===== src/rtl/trng_pkg.sv =====
// rtl/trng_pkg.sv - shared state encoding and default sizing for the TRNG sequencer
// Contents:
//   trng_state_e      FSM state encoding (IDLE=00, FLUSH=01, COLLECT=10, READY=11)
//   VEC_W_DEF         default output word width
//   FLUSH_CYCLES_DEF  default flush length per source (re)selection
//   TIMEOUT_LIMIT     idle COLLECT cycles before the optional timeout fires
package trng_pkg;

  typedef enum logic [1:0] {
    ST_IDLE    = 2'b00,
    ST_FLUSH   = 2'b01,
    ST_COLLECT = 2'b10,
    ST_READY   = 2'b11
  } trng_state_e;

  localparam int unsigned VEC_W_DEF        = 8;
  localparam int unsigned FLUSH_CYCLES_DEF = 4;
  localparam int unsigned TIMEOUT_LIMIT    = 255;

endpackage


===== src/rtl/req_edge_detect.sv =====
// rtl/req_edge_detect.sv - request qualification (rising edge or level)
// Ports:
//   clk        system clock
//   rst_n      asynchronous active-low reset
//   req_i      raw entropy request
//   req_ss_i   1 = single-shot (rising edge), 0 = level request
//   req_evt_o  qualified request event, valid in the current cycle
module req_edge_detect (
  input  logic clk,
  input  logic rst_n,
  input  logic req_i,
  input  logic req_ss_i,
  output logic req_evt_o
);

  logic req_q;

  always_ff @(posedge clk or negedge rst_n) begin
    if (!rst_n) begin
      req_q <= 1'b0;
    end else begin
      req_q <= req_i;
    end
  end

  // Mode is sampled every cycle, so switching req_ss takes effect immediately.
  assign req_evt_o = req_ss_i ? (req_i & ~req_q) : req_i;

endmodule


===== src/rtl/trng_sequencer.sv =====
// rtl/trng_sequencer.sv - entropy source sequencer: flush, collect and publish random words
// Ports:
//   clk, rst_n    clock and asynchronous active-low reset
//   req, req_ss   entropy request and its mode (1 = rising edge, 0 = level)
//   src_sel       requested entropy source
//   bit_in        debiased entropy bit, qualified by bit_valid
//   sel_out       latched source select driving the source mux
//   flush         debiaser/pipeline clear
//   vector        last completed random word
//   vector_valid  vector is fresh and unconsumed
//   state         FSM state (IDLE=00, FLUSH=01, COLLECT=10, READY=11)
//   timeout       sticky collection-timeout flag
// Build option: TRNG_SEQ_TIMEOUT_EN adds an idle watchdog on COLLECT.
module trng_sequencer
  import trng_pkg::*;
#(
  parameter int unsigned VEC_W        = VEC_W_DEF,
  parameter int unsigned FLUSH_CYCLES = FLUSH_CYCLES_DEF
) (
  input  logic             clk,
  input  logic             rst_n,
  input  logic             req,
  input  logic             req_ss,
  input  logic [1:0]       src_sel,
  input  logic             bit_in,
  input  logic             bit_valid,
  output logic [1:0]       sel_out,
  output logic             flush,
  output logic [VEC_W-1:0] vector,
  output logic             vector_valid,
  output logic [1:0]       state,
  output logic             timeout
);

  localparam int CNT_W  = $clog2(VEC_W + 1);
  localparam int FCNT_W = $clog2(FLUSH_CYCLES + 1);
  localparam logic [FCNT_W-1:0] FLUSH_RELOAD = FCNT_W'(FLUSH_CYCLES - 1);
  localparam logic [CNT_W-1:0]  LAST_BIT     = CNT_W'(VEC_W - 1);

  trng_state_e       state_q;
  logic [1:0]        sel_q;
  logic              flush_q;
  logic [FCNT_W-1:0] fcnt_q;
  logic [VEC_W-1:0]  shift_q;
  logic [CNT_W-1:0]  bcnt_q;
  logic [VEC_W-1:0]  vec_q;
  logic              vvalid_q;
  logic              req_evt;
  logic              src_chg;
  logic [VEC_W-1:0]  shift_d;

  req_edge_detect u_req_edge_detect (
    .clk       (clk),
    .rst_n     (rst_n),
    .req_i     (req),
    .req_ss_i  (req_ss),
    .req_evt_o (req_evt)
  );

  assign src_chg = (src_sel != sel_q);
  assign shift_d = {shift_q[VEC_W-2:0], bit_in};

`ifdef TRNG_SEQ_TIMEOUT_EN
  logic       timeout_q;
  logic [7:0] idle_cnt_q;
  assign timeout = timeout_q;
`else
  assign timeout = 1'b0;
`endif

  always_ff @(posedge clk or negedge rst_n) begin
    if (!rst_n) begin
      state_q  <= ST_IDLE;
      sel_q    <= 2'b00;
      flush_q  <= 1'b0;
      fcnt_q   <= '0;
      shift_q  <= '0;
      bcnt_q   <= '0;
      vec_q    <= '0;
      vvalid_q <= 1'b0;
`ifdef TRNG_SEQ_TIMEOUT_EN
      timeout_q  <= 1'b0;
      idle_cnt_q <= 8'd0;
`endif
    end else begin
      case (state_q)
        ST_IDLE, ST_READY: begin
          if (req_evt) begin
            state_q  <= ST_FLUSH;
            sel_q    <= src_sel;
            flush_q  <= 1'b1;
            fcnt_q   <= FLUSH_RELOAD;
            vvalid_q <= 1'b0;
            shift_q  <= '0;
            bcnt_q   <= '0;
`ifdef TRNG_SEQ_TIMEOUT_EN
            timeout_q <= 1'b0;
`endif
          end
        end
        ST_FLUSH: begin
          shift_q <= '0;
          bcnt_q  <= '0;
          if (src_chg) begin
            // Restart the flush window from the beginning for the new source.
            sel_q  <= src_sel;
            fcnt_q <= FLUSH_RELOAD;
          end else if (fcnt_q == '0) begin
            state_q <= ST_COLLECT;
            flush_q <= 1'b0;
`ifdef TRNG_SEQ_TIMEOUT_EN
            idle_cnt_q <= 8'd0;
`endif
          end else begin
            fcnt_q <= fcnt_q - FCNT_W'(1);
          end
        end
        ST_COLLECT: begin
          // A source change outranks a valid bit, including the word-completing one.
          if (src_chg) begin
            state_q <= ST_FLUSH;
            sel_q   <= src_sel;
            flush_q <= 1'b1;
            fcnt_q  <= FLUSH_RELOAD;
            shift_q <= '0;
            bcnt_q  <= '0;
          end else if (bit_valid) begin
            shift_q <= shift_d;
`ifdef TRNG_SEQ_TIMEOUT_EN
            idle_cnt_q <= 8'd0;
`endif
            if (bcnt_q == LAST_BIT) begin
              vec_q    <= shift_d;
              vvalid_q <= 1'b1;
              state_q  <= ST_READY;
              bcnt_q   <= '0;
            end else begin
              bcnt_q <= bcnt_q + CNT_W'(1);
            end
          end
`ifdef TRNG_SEQ_TIMEOUT_EN
          else if (idle_cnt_q == 8'(TIMEOUT_LIMIT - 1)) begin
            timeout_q  <= 1'b1;
            state_q    <= ST_IDLE;
            shift_q    <= '0;
            bcnt_q     <= '0;
            idle_cnt_q <= 8'd0;
          end else begin
            idle_cnt_q <= idle_cnt_q + 8'd1;
          end
`endif
        end
        default: state_q <= ST_IDLE;
      endcase
    end
  end

  assign sel_out      = sel_q;
  assign flush        = flush_q;
  assign vector       = vec_q;
  assign vector_valid = vvalid_q;
  assign state        = state_q;

endmodule


===== config.mk =====
export PLATFORM = sky130hd
export DESIGN_NAME = trng_sequencer
export DESIGN_NICKNAME = d
export VERILOG_FILES = /design/src/rtl/trng_pkg.sv /design/src/rtl/req_edge_detect.sv /design/src/rtl/trng_sequencer.sv
export SDC_FILE = /design/constraint.sdc
export NUM_CORES = 1
export LEC_CHECK = 0
export BUFFER_PORTS_ARGS = -buffer_cell sky130_fd_sc_hd__buf_4
export CAP_MARGIN = 15
export CORE_MARGIN = 1.5
export CORE_UTILIZATION = 25
export CTS_BUF_LIST = sky130_fd_sc_hd__clkbuf_8
export DETAILED_ROUTE_END_ITERATION = 8
export PLACE_DENSITY_LB_ADDON = 0.12
export SLEW_MARGIN = 20
export SYNTH_ARGS = -nofsm -noshare
export SYNTH_HDL_FRONTEND = slang
export SYNTH_SLANG_ARGS = --single-unit

===== constraint.sdc =====
create_clock -name clk -period 1.95 [get_ports clk]
set_clock_uncertainty 0.1 [all_clocks]
set_input_delay 0.195 -clock clk [delete_from_list [all_inputs] [get_ports clk]]
set_output_delay 0.195 -clock clk [all_outputs]
set_load 0.01 [all_outputs]

Yosys cells after proc, flatten, opt, wreduce, memory -nomap -nowiden

Index checks and enable logic that the tools add are counted.

Register bits after elaboration: 29
Latch bits: 0
Bits in writable memories: 0
Bits in read-only memories: 0
Input port bits: 8
Output and inout port bits: 15
Logic and storage cells: 77
Memories: 0

Add/subtract/negate cells: 2
Multipliers: 0
Div/mod/pow operators: 0
Magnitude comparators: 0
Equal/unequal tests: 16
Shift operators: 0
Multiplexer cells: 35
Bitwise operators: 3
Reduce and logical (&&, ||, !) cells: 12

Operators with widths:

| operator                                                            | number |
|---|---|
| 7-bit 2-to-1 mux                                                    | 3 |
| 7-bit one-hot mux with 3 select lines                               | 1 |
| 2-bit 2-to-1 mux                                                    | 8 |
| 4-bit 2-to-1 mux                                                    | 4 |
| 2-bit inequality test (second input constant)                       | 7 |
| 3-bit 2-to-1 mux                                                    | 4 |
| 4-bit one-hot mux with 3 select lines                               | 1 |
| 5-bit AND reduction                                                 | 2 |
| 1-bit 2-to-1 mux                                                    | 9 |
| 3-bit inequality test (second input constant)                       | 3 |
| 3-bit one-hot mux with 3 select lines                               | 1 |
| 4-bit AND reduction                                                 | 2 |
| 2-bit one-hot mux with 3 select lines                               | 1 |
| 4-bit by 1-bit adder with 4-bit output (second input constant)      | 1 |
| 2-bit == test (second input constant)                               | 2 |
| 4-bit by 3-bit == test with 1-bit output (second input constant)    | 1 |
| 2-bit one-hot mux with 2 select lines                               | 1 |
| 2-bit AND reduction                                                 | 2 |
| 2-bit OR reduction                                                  | 2 |
| 3-bit logical NOT                                                   | 1 |
| 1-bit one-hot mux with 3 select lines                               | 1 |
| 3-bit AND reduction                                                 | 1 |
| 3-bit by 1-bit subtractor with 3-bit output (second input constant) | 1 |
| 2-bit by 1-bit == test with 1-bit output (second input constant)    | 1 |
| other kinds (7)                                                     | 8 |

Depth between registers and ports, before layout

Depth in word-level cells: 5
Depth in mapped cells: 7
Depth with buffers taken out: 6

Hierarchy

A second synthesis with hierarchy kept.

Cells, all modules: 137
Area total of the unflattened synthesis: 1437.6 um^2

By module, submodules not included:

| module          | instances | cells each | area an instance (um^2) | seq. area each (um^2) |
|---|---|---|---|---|
| trng_sequencer  | 1         | 135        | 1401.3                  | 700.7 |
| req_edge_detect | 1         | 2          | 36.3                    | 25.0 |

Worst setup path before layout

No wires, ideal clock.

Path kind: register to register
Start point: reg state_q[0], in the netlist state[0]
End point: reg vec_q[5], in the netlist vector[5]
Library setup time: 125 ps
Arrival: 1566 ps
Data required time: 1725 ps
Setup slack: 159 ps
Cell stages (with the launch flop): 7
Path buffers: 0
Period minus slack after synthesis: 1791 ps
Path through: dfrtp_1 > inv_1 > ha_1 > inv_1 > nor3_4 > nand2_4 > mux2_4

Cells in the longest elaborated chain, start to end: 2

RTL lines:

| item                                 | line                  | source |
|---|---|---|
| from (decl)                          | trng_sequencer.sv:40  | `trng_state_e state_q;` |
| from (signal assigned)               | trng_sequencer.sv:73  | `state_q <= ST_IDLE;` |
| from (signal assigned)               | trng_sequencer.sv:89  | `state_q <= ST_FLUSH;` |
| from (signal assigned)               | trng_sequencer.sv:109 | `state_q <= ST_COLLECT;` |
| 2-bit == test                        | trng_sequencer.sv:86  | `case (state_q)` |
| 4-bit AND reduction (no source line) | n/a                   |  |
| to (signal assigned)                 | trng_sequencer.sv:133 | `vec_q <= shift_d;` |
| to (decl)                            | trng_sequencer.sv:46  | `logic [VEC_W-1:0] vec_q;` |

No other way between the ends.
A chain may end at the register's enable or synchronous reset.

Worst setup path after layout

Same ends and word-level chain as after synthesis.

==> impl_metrics.ini <==
[run_status]
status = completed

[min_path]
hold_path.class = in -> reg

[global_route]
grt_pass1_wl_um = 4754
met3_usage_pct = 3.605
grt.total_usage_pct = 10.16
antenna_found_initial = 0
busiest_layer = met2
use_met2_pct = 15.04
gr-usage-met1_pct = 13.36
first_global_vias = 1011
grt_overflow_total = 0
grt_max_degree = 30

[timing]
min_period_ns = 1.844
fmax_mhz = 542.4
hold_viol = 0
fin_worst_hold_slack_ns = 0.05452
setup_viol = 0
maxSlewViolCount = 0
rsz0062_at_grt = no
tns_ns = 0
fin_crit_sh_pct = 94.54

[setup_path]
crit_slowest_cell = dfrtp_1
max_stage_delay_ns = 0.37
path_delay_family = simple AND/OR/NAND/NOR gates
cp_common_cell = inv_1
critPathMaxFanout = 8
crit_path_start_kind = flip-flop
critPathRequiredTime_ns = 2.01
worstPathArrival_ns = 1.90
critical_path_class = reg -> reg
critPathBufInv = 2
cp_cell_sequence = inv_1 -> ha_1 -> inv_1 -> nor3_4 -> nand2_4 -> mux2_4
end_kind = flip-flop

[layout]
syn_to_final_growth_pct = 29.34
drive_above_1_share_pct = 34.00
diodes = 0
stdcell_area_um2 = 1826
final_util_pct = 33.36
final_nets = 163

[clock_network]
clockBufferDepth = 2
cts-root-buf = clkbuf_8
cts_buffers = 5
cts_tree = done
worstSkewPairLatency_ns = 0.27
post_cts_buffers = 0
h-tree-depth = 2
clk_pin_slew_ns = 0.06
numClockSinks = 29

[drt]
drt_wl_total_um = 2863
drcViolationCount = 0
wl_per_cell_um = 12.90
vias = 1012
dr.pass1.iters = 4
antenna_left = 0
drtIter0Drc = 48
vias_per_cell = 4.559

[yosys]
async_flop_share_pct = 100.0
synth_flop_cell = dfrtp_1
ys_warn_count = 0
synthTopCellsByCount = 29 x dfrtp_1, 9 x a22o_1, 9 x nand2_1
syn_nets = 131
ys_seq_area_share_pct = 51.42
syn_area_per_cell_um2 = 12.06
synth.area.top_cells = dfrtp_1 51%, a22o_1 5.6%, ha_1 5.3%, mux2_2 4.8%, nand2_1 2.4%
synth_top_area_cell = dfrtp_1
synth_edf_count = 0
synthCells = 117
synth_cell_type_count = 40
synth_seq_cells = 29
synth.most_common_cell = dfrtp_1
synthesis.area_um2 = 1411
synth_top_cell_area_share_pct = 51.42

[placed_design]
dp_hpwl_um = 2095
portBuffers = 21
postPlaceCellArea_um2 = 1677
gp_congestion = 0.7550

[floorplanning]
num_io_pins = 23
rows = 27
die_x_um = 78.14
start_util_pct = 25.79
die_area_um2 = 6105
core_um2 = 5473
die_h_um = 78.14

[job]
cap_violations = 0

[pwr]
power_mw = 2.121
ir_drop_mv = 0.4846
p_per_area_nw_per_um2 = 1162
p_leak_nw = 0.9032
-- power by group --
group	internal (mW)	leakage [nW]	switching [mW]	total (mW)
registers	0.659	0.380	0.0562	0.715
logic	0.338	0.460	0.435	0.773
clock network	0.411	0.0626	0.222	0.633
-- cell families after synthesis --
family | count (synthesis) | synth area share [%]
compound gates | 27 | 15.25
xor+xnor | 4 | 3.546
fa+ha+maj | 6 | 5.319
buf+inv | 10 | 3.546
flops | 29 | 51.42
mux | 11 | 9.042
other cells | 1 | 0.2657
simple gates | 29 | 11.61
-- layout by cell type (no fill, tap or decap), types with 4 or more instances in the layout --
master / n
nor2_1: 4
mux2_2: 6
nand2_1: 9
dfrtp_1: 29
a22o_1: 9
clkbuf_8: 6
inv_1: 7
ha_1: 6
buf_4: 27
-- flip-flops by register name, summed over array words and instances (netlist names) --
name,flops
bcnt_q,4
fcnt_q,3
flush,1
sel_out,2
shift_q,7
state,2
u_req_edge_detect.req_q,1
vector,8
vector_valid,1
-- layout make-up --
cell class	count	area [um^2]
fill	580	3647
clock inverter	2	33.78
timing repair buffer	29	222.7
tap	72	90.09
multi-input combinational	78	648.1
clock buffer	6	82.58
inverter	6	22.52
sequential	29	725.7
-- metrics by stage --
step / std cells / setup slack [ns]
2_1_floorplan: 117 / 0.1590
5_1_grt: 222 / 0.004664
4_1_cts: 222 / 0.06502
6_report: 222 / 0.1064
3_5_place_dp: 212 / 0.07329
3_3_place_gp: 212 / 0.1008
-- path summary, 6_finish.rpt --
check                      startpoint         end  slack [ns]  cells past startpoint
min                            bit_in  shift_q[0]        0.05                      2
max in group asynchronous       rst_n  shift_q[6]        1.19                      2
max reg2reg                  state[0]   vector[5]        0.11                      6
min reg2reg                shift_q[6]  shift_q[6]        0.40                      1
max                          state[0]   vector[5]        0.11                      6
min in group asynchronous       rst_n   vector[6]        0.29                      2
-- repair_timing --
| action | CTS | global route |
|---|---|---|
| resized for setup | 0 | 3 |
| hold buffers | 2 | 0 |
| endpoints found under the setup margin | 0 | 10 |
| hold endpoints to repair | 30 | 0 |
-- per-layer routing --
metal / vias to the layer above / wire length [um]
li1: 482 / -
met1: 506 / 1363
met2: 22 / 1321
met3: 2 / 153
met4: 0 / 25
met5: - / 0
No activity file was read; power rests on OpenSTA's default activity.
